<file path="config.mk">
export PLATFORM = sky130hd
export DESIGN_NAME = tx_word_fifo_flat
export DESIGN_NICKNAME = d
export VERILOG_FILES = /design/src/rtl/tx_buf_pkg.sv /design/src/rtl/tx_word_fifo_if.sv /design/src/rtl/tx_word_fifo_mem.sv /design/src/rtl/tx_word_fifo.sv /design/src/flat_wrapper.sv
export SDC_FILE = /design/constraint.sdc
export NUM_CORES = 1
export LEC_CHECK = 0
export ABC_CLOCK_PERIOD_IN_PS = 5850
export BUFFER_PORTS_ARGS = -buffer_cell sky130_fd_sc_hd__buf_2
export CAP_MARGIN = 20
export CELL_PAD_IN_SITES_DETAIL_PLACEMENT = 0
export CELL_PAD_IN_SITES_GLOBAL_PLACEMENT = 1
export CORE_UTILIZATION = 46
export CTS_CLUSTER_DIAMETER = 80
export DETAILED_ROUTE_END_ITERATION = 10
export PLACE_DENSITY_LB_ADDON = 0.12
export SKIP_CTS_REPAIR_TIMING = 1
export SLEW_MARGIN = 40
export SYNTH_ARGS = -nofsm -noshare
export SYNTH_HDL_FRONTEND = slang
export SYNTH_HIERARCHICAL = 1
export SYNTH_SLANG_ARGS = --single-unit
</file>
<file path="constraint.sdc">
create_clock -name CLK -period 5.85 [get_ports CLK]
set_clock_uncertainty 0.05 [all_clocks]
set_input_delay 1.17 -clock CLK [delete_from_list [all_inputs] [get_ports CLK]]
set_output_delay 1.17 -clock CLK [all_outputs]
set_load 0.005 [all_outputs]
</file>
<file path="src/rtl/tx_buf_pkg.sv">
// Shared constants and read-FSM state type for the word-to-byte transmit FIFO.
// Used by tx_word_fifo (optional level port enabled by TX_WORD_FIFO_LEVEL_EN).
package tx_buf_pkg;
  localparam int BYTE_W = 8;

  typedef enum logic {
    ST_IDLE = 1'b0,
    ST_SEND = 1'b1
  } rd_state_e;
endpackage

</file>
<file path="src/rtl/tx_word_fifo_if.sv">
// Producer/sender bundle for tx_word_fifo; level exists only when
// TX_WORD_FIFO_LEVEL_EN is defined.
interface tx_word_fifo_if
  import tx_buf_pkg::*;
#(
  parameter int DATA_W     = 32,
  parameter int DEPTH_LOG2 = 5
);
  logic [DATA_W-1:0] data;
  logic              start;
  logic              full;
  logic              overflow;
  logic              sender_ready;
  logic [BYTE_W-1:0] output_data;
  logic              valid;
  logic              byte_last;
`ifdef TX_WORD_FIFO_LEVEL_EN
  logic [DEPTH_LOG2:0] level;

  modport master (
    output data, start, sender_ready,
    input  full, overflow, output_data, valid, byte_last, level
  );
  modport slave (
    input  data, start, sender_ready,
    output full, overflow, output_data, valid, byte_last, level
  );
`else
  modport master (
    output data, start, sender_ready,
    input  full, overflow, output_data, valid, byte_last
  );
  modport slave (
    input  data, start, sender_ready,
    output full, overflow, output_data, valid, byte_last
  );
`endif
endinterface

</file>
<file path="src/rtl/tx_word_fifo_mem.sv">
// Word storage with head/tail pointers, occupancy count and sticky overflow.
// Also exposes the word after head so the serialiser can chain words without a bubble.
module tx_word_fifo_mem #(
  parameter int DATA_W     = 32,
  parameter int DEPTH_LOG2 = 5
) (
  input  logic                  i_clk,
  input  logic                  i_reset,
  input  logic [DATA_W-1:0]     i_wr_data,
  input  logic                  i_push,
  input  logic                  i_pop,
  output logic                  o_full,
  output logic                  o_overflow,
  output logic [DATA_W-1:0]     o_head_word,
  output logic [DATA_W-1:0]     o_next_word,
  output logic                  o_next_avail,
  output logic [DEPTH_LOG2:0]   o_count
);
  localparam int DEPTH = 1 << DEPTH_LOG2;

  logic [DATA_W-1:0]     r_mem [DEPTH];
  logic [DEPTH_LOG2-1:0] r_head;
  logic [DEPTH_LOG2-1:0] r_tail;
  logic [DEPTH_LOG2:0]   r_count;
  logic                  r_overflow;

  logic                  w_full;
  logic                  w_push_ok;
  logic                  w_many;
  logic [DEPTH_LOG2-1:0] w_head_nxt;

  assign w_full     = (r_count == (DEPTH_LOG2+1)'(DEPTH));
  assign w_push_ok  = i_push && !w_full;
  assign w_many     = (r_count > (DEPTH_LOG2+1)'(1));
  assign w_head_nxt = r_head + 1'b1;

  always_ff @(posedge i_clk) begin
    if (!i_reset && w_push_ok) begin
      r_mem[r_tail] <= i_wr_data;
    end
  end

  always_ff @(posedge i_clk) begin
    if (i_reset) begin
      r_head     <= '0;
      r_tail     <= '0;
      r_count    <= '0;
      r_overflow <= 1'b0;
    end else begin
      if (w_push_ok) r_tail <= r_tail + 1'b1;
      if (i_pop)     r_head <= w_head_nxt;
      case ({w_push_ok, i_pop})
        2'b10:   r_count <= r_count + 1'b1;
        2'b01:   r_count <= r_count - 1'b1;
        default: r_count <= r_count;
      endcase
      if (i_push && w_full) r_overflow <= 1'b1;
    end
  end

  // With a single word stored, the follow-on word can only be the one arriving this cycle.
  assign o_next_word  = w_many ? r_mem[w_head_nxt] : i_wr_data;
  assign o_next_avail = w_many || w_push_ok;

  assign o_full      = w_full;
  assign o_overflow  = r_overflow;
  assign o_head_word = r_mem[r_head];
  assign o_count     = r_count;
endmodule

</file>
<file path="src/rtl/tx_word_fifo.sv">
// Word FIFO feeding a byte-wide UART sender; serialises each word MSB- or LSB-first.
// Optional occupancy port level is built when TX_WORD_FIFO_LEVEL_EN is defined.
//
// state   | meaning
// --------+---------------------------------------------------------------
// ST_IDLE | nothing presented; load byte 0 of the head word once count != 0
// ST_SEND | output_data holds byte idx of the head word, waiting for sender_ready
module tx_word_fifo
  import tx_buf_pkg::*;
#(
  parameter int DATA_W     = 32,
  parameter int DEPTH_LOG2 = 5,
  parameter bit MSB_FIRST  = 1'b1
) (
  input  logic          CLK,
  input  logic          reset,
  tx_word_fifo_if.slave bus
);
  localparam int NBYTES = DATA_W / BYTE_W;
  localparam int IDX_W  = (NBYTES > 1) ? $clog2(NBYTES) : 1;

  function automatic logic [BYTE_W-1:0] f_byte(input logic [DATA_W-1:0] word,
                                                input logic [IDX_W-1:0]  idx);
    int sel;
    sel = MSB_FIRST ? (NBYTES - 1 - int'(idx)) : int'(idx);
    return word[sel*BYTE_W +: BYTE_W];
  endfunction

  rd_state_e           r_state;
  logic [IDX_W-1:0]    r_idx;
  logic [BYTE_W-1:0]   r_output_data;
  logic                r_valid;
  logic                r_byte_last;

  logic [DATA_W-1:0]   w_head_word;
  logic [DATA_W-1:0]   w_next_word;
  logic                w_next_avail;
  logic [DEPTH_LOG2:0] w_count;
  logic                w_full;
  logic                w_overflow;
  logic                w_last_idx;
  logic                w_pop;
  logic [IDX_W-1:0]    w_idx_inc;

  assign w_last_idx = (r_idx == IDX_W'(NBYTES - 1));
  assign w_idx_inc  = r_idx + 1'b1;
  assign w_pop      = (r_state == ST_SEND) && r_valid && bus.sender_ready && w_last_idx;

  tx_word_fifo_mem #(
    .DATA_W     (DATA_W),
    .DEPTH_LOG2 (DEPTH_LOG2)
  ) u_mem (
    .i_clk        (CLK),
    .i_reset      (reset),
    .i_wr_data    (bus.data),
    .i_push       (bus.start),
    .i_pop        (w_pop),
    .o_full       (w_full),
    .o_overflow   (w_overflow),
    .o_head_word  (w_head_word),
    .o_next_word  (w_next_word),
    .o_next_avail (w_next_avail),
    .o_count      (w_count)
  );

  always_ff @(posedge CLK) begin
    if (reset) begin
      r_state       <= ST_IDLE;
      r_idx         <= '0;
      r_output_data <= '0;
      r_valid       <= 1'b0;
      r_byte_last   <= 1'b0;
    end else begin
      case (r_state)
        ST_IDLE: begin
          if (w_count != '0) begin
            r_output_data <= f_byte(w_head_word, '0);
            r_idx         <= '0;
            r_valid       <= 1'b1;
            r_byte_last   <= (NBYTES == 1);
            r_state       <= ST_SEND;
          end
        end
        ST_SEND: begin
          if (bus.sender_ready) begin
            if (!w_last_idx) begin
              r_output_data <= f_byte(w_head_word, w_idx_inc);
              r_idx         <= w_idx_inc;
              r_byte_last   <= (w_idx_inc == IDX_W'(NBYTES - 1));
            end else if (w_next_avail) begin
              // Chain straight into the next word so valid never drops between words.
              r_output_data <= f_byte(w_next_word, '0);
              r_idx         <= '0;
              r_byte_last   <= (NBYTES == 1);
            end else begin
              r_idx       <= '0;
              r_valid     <= 1'b0;
              r_byte_last <= 1'b0;
              r_state     <= ST_IDLE;
            end
          end
        end
        default: r_state <= ST_IDLE;
      endcase
    end
  end

  assign bus.output_data = r_output_data;
  assign bus.valid       = r_valid;
  assign bus.byte_last   = r_byte_last;
  assign bus.full        = w_full;
  assign bus.overflow    = w_overflow;
`ifdef TX_WORD_FIFO_LEVEL_EN
  assign bus.level       = w_count;
`endif
endmodule
</file>
<file path="src/flat_wrapper.sv">
// flat-port wrapper written by rule: the top's interface ports become plain ports
module tx_word_fifo_flat import tx_buf_pkg::*;
#(
  parameter int DATA_W     = 32,
  parameter int DEPTH_LOG2 = 5,
  parameter bit MSB_FIRST  = 1'b1
)
  (CLK, reset, bus_data, bus_start, bus_sender_ready, bus_full, bus_overflow, bus_output_data, bus_valid, bus_byte_last);
  tx_word_fifo_if #(.DATA_W(DATA_W), .DEPTH_LOG2(DEPTH_LOG2)) bus_i ();
  input  logic CLK;
  input  logic reset;
  input wire logic [$bits(bus_i.data)-1:0] bus_data;
  input wire logic [$bits(bus_i.start)-1:0] bus_start;
  input wire logic [$bits(bus_i.sender_ready)-1:0] bus_sender_ready;
  output wire logic [$bits(bus_i.full)-1:0] bus_full;
  output wire logic [$bits(bus_i.overflow)-1:0] bus_overflow;
  output wire logic [$bits(bus_i.output_data)-1:0] bus_output_data;
  output wire logic [$bits(bus_i.valid)-1:0] bus_valid;
  output wire logic [$bits(bus_i.byte_last)-1:0] bus_byte_last;
  assign bus_i.data = bus_data;
  assign bus_i.start = bus_start;
  assign bus_i.sender_ready = bus_sender_ready;
  assign bus_full = bus_i.full;
  assign bus_overflow = bus_i.overflow;
  assign bus_output_data = bus_i.output_data;
  assign bus_valid = bus_i.valid;
  assign bus_byte_last = bus_i.byte_last;
  tx_word_fifo #(.DATA_W(DATA_W), .DEPTH_LOG2(DEPTH_LOG2), .MSB_FIRST(MSB_FIRST)) u_core (.CLK(CLK), .reset(reset), .bus(bus_i));
endmodule
</file>
==> impl_metrics.env <==
export IMPL_syn_nets=1977
export IMPL_grt_ovfl_total=0
export IMPL_tns_ns=0
export IMPL_cts_root_buffer="clkbuf_16"
export IMPL_setup_violations=0
export IMPL_drtIter0Drc=2175
export IMPL_dp_hpwl_mm=68.1
export IMPL_antenna_cells=0
export IMPL_wire_per_inst_um=32.8
export IMPL_cts_tree="built"
export IMPL_chipHeight_um=309
export IMPL_power_density_mw_per_mm2=314
export IMPL_drive_above_1_share_pct=36.3
export IMPL_p_leak_nw=14.6
export IMPL_finalPower_mw=15.4
export IMPL_status="finished with violations"
export IMPL_max_stage_delay_ns=0.77
export IMPL_finalNetCount=2065
export IMPL_use_met1_pct=33.2
export IMPL_max_cap_violations=0
export IMPL_ff_latch_area_mm2=0.0315
export IMPL_cts_made_buffers=109
export IMPL_maxSlewViolCount=0
export IMPL_path_cells="ha_1 -> nand2_1 -> nor2_1 -> ha_1 -> or4b_2 -> a21oi_1 -> o21ai_0 -> xor2_1 -> nor2_1"
export IMPL_grt_use_met3_pct=3.75
export IMPL_slew_headroom_pct=41.5
export IMPL_viasPerCell=6.15
export IMPL_die_w_um=309
export IMPL_path_clk_slew_ns=0.06
export IMPL_worst_pin_slew_ns=0.877
export IMPL_grt_max_degree=58
export IMPL_dieArea_mm2=0.0952
export IMPL_hold_viol_final=0
export IMPL_grt_setup_unrepaired="false"
export IMPL_place_gp_congestion=0.851
export IMPL_h_tree_depth=3
export IMPL_port_buffer_count=47
export IMPL_multiInputGateArea_mm2=0.0113
export IMPL_crit_fanout=11
export IMPL_worstPathArrival_ns=4.44
export IMPL_min_period_ns=3.96
export IMPL_avgSynthCellArea_um2=22.4
export IMPL_crit_buf_inv=0
export IMPL_clk_latency_ns=0.68
export IMPL_setup_worst_path_start_class="flop"
export IMPL_nFillCells=7231
export IMPL_cts_sinks=1059
export IMPL_syn_cell_area_mm2=0.0432
export IMPL_synth_cells=1930
export IMPL_hold_depth=2
export IMPL_grt_first_pass_wirelength_mm=158
export IMPL_required_ns=6.33
export IMPL_syn_to_final_growth_pct=13.1
export IMPL_utilization_pct=52.5
export IMPL_grt_pass1_vias=21337
export IMPL_max_freq_mhz=253
export IMPL_firstDrtPassIters=8
export IMPL_violations="design-rule violations"
export IMPL_ff2ff_path_depth=9
export IMPL_num_vias=20707
export IMPL_grt_antenna_before_repair=1
export IMPL_worst_setup_path_type="reg -> reg"
export IMPL_antenna_left=0
export IMPL_track_usage_pct=23.8
export IMPL_io_pins=48
export IMPL_drt_wl_total_mm=110
export IMPL_ys_warn_count=6
export IMPL_start_util_pct=46.4
export IMPL_path_delay_family="simple AND/OR/NAND/NOR gates"
export IMPL_peakVddDrop_uv=246
export IMPL_post_route_period_util_pct=67.7
export IMPL_end_kind="flop"
export IMPL_use_met2_pct=39.2
export IMPL_hp_class="reg -> reg"
export IMPL_rows=112
export IMPL_crit_cells=9
export IMPL_drc=1
export IMPL_busiest_layer="met2"
export IMPL_clock_path_buffers=3
export IMPL_crit_slowest_cell="dfxtp_1"
export IMPL_coreArea_mm2=0.0932
==> cell usage in the layout, fill, tap and decap left out, types with 9 or more instances in the layout <==
master	n
nor3_1	11
mux4_2	392
clkinv_1	21
nor4_1	9
buf_4	52
nor2b_1	13
a21boi_0	17
clkinv_2	29
nor2_4	32
clkbuf_16	112
buf_2	47
dfxtp_1	29
ha_1	10
mux2_2	40
a21oi_1	11
a211oi_1	9
edfxtp_1	1024
a22o_1	9
inv_1	22
o22ai_1	15
buf_12	13
nor2_1	27
clkbuf_1	25
mux2i_1	11
nand2_1	19
==> layer usage <==
metal	share of wire, %	up-vias
li1	-	8440
met1	42	11403
met2	50	711
met3	5.7	153
met4	2.6	0
met5	0	-
==> cell type report <==
class | count | share of cell area, %
sequential | 1059 | 64.3
multi-input combinational | 706 | 23.1
clock buffer | 137 | 5.92
tap | 1254 | 3.21
timing repair buffer | 120 | 2.16
clock inverter | 68 | 1.09
inverter | 22 | 0.169
==> state kept, by name (all words and copies together), names as in the netlist, named ones only <==
signal                   flops
u_core/bus.valid             1
u_core/r_idx                 2
u_core/u_mem/r_tail          5
u_core/bus.byte_last         1
u_core/u_mem/o_overflow      1
u_core/u_mem/r_mem        1024
u_core/u_mem/o_count         6
u_core/u_mem/r_head          5
u_core/bus.output_data       8
u_core/r_state               1
==> power breakdown <==
part	internal [mW]	switching (mW)
Sequential	8.35	0.0285
Clock	3.74	2.89
Combinational	0.0994	0.248
==> path summary, 6_finish.rpt <==
kind	from	to	slack, ns
max	u_core/r_idx[0]	u_core/u_mem/o_count[5]	1.89
min	u_core/u_mem/o_overflow	u_core/u_mem/o_overflow	0.42
max reg2reg	u_core/r_idx[0]	u_core/u_mem/o_count[5]	1.89
min reg2reg	u_core/u_mem/o_overflow	u_core/u_mem/o_overflow	0.42
==> metrics by stage <==
step	hold WS (ns)	instances	instance area [µm²]	worst slack (ns)
2_1_floorplan	0.410	1930	43200	2.22
3_5_place_dp	0.411	3161	45500	1.81
6_report	0.420	3366	48900	1.89
3_3_place_gp	0.401	3152	45300	1.76
5_1_grt	0.476	3366	48900	1.65
4_1_cts	0.424	3366	48900	1.90
==> worst min-delay path: cells and delay by family (launching register included) <==
family | cells | cell delay [ns]
flops | 1 | 0.32
compound gates | 1 | 0.04
simple gates | 1 | 0.08
No activity file was read; power rests on OpenSTA's default activity.
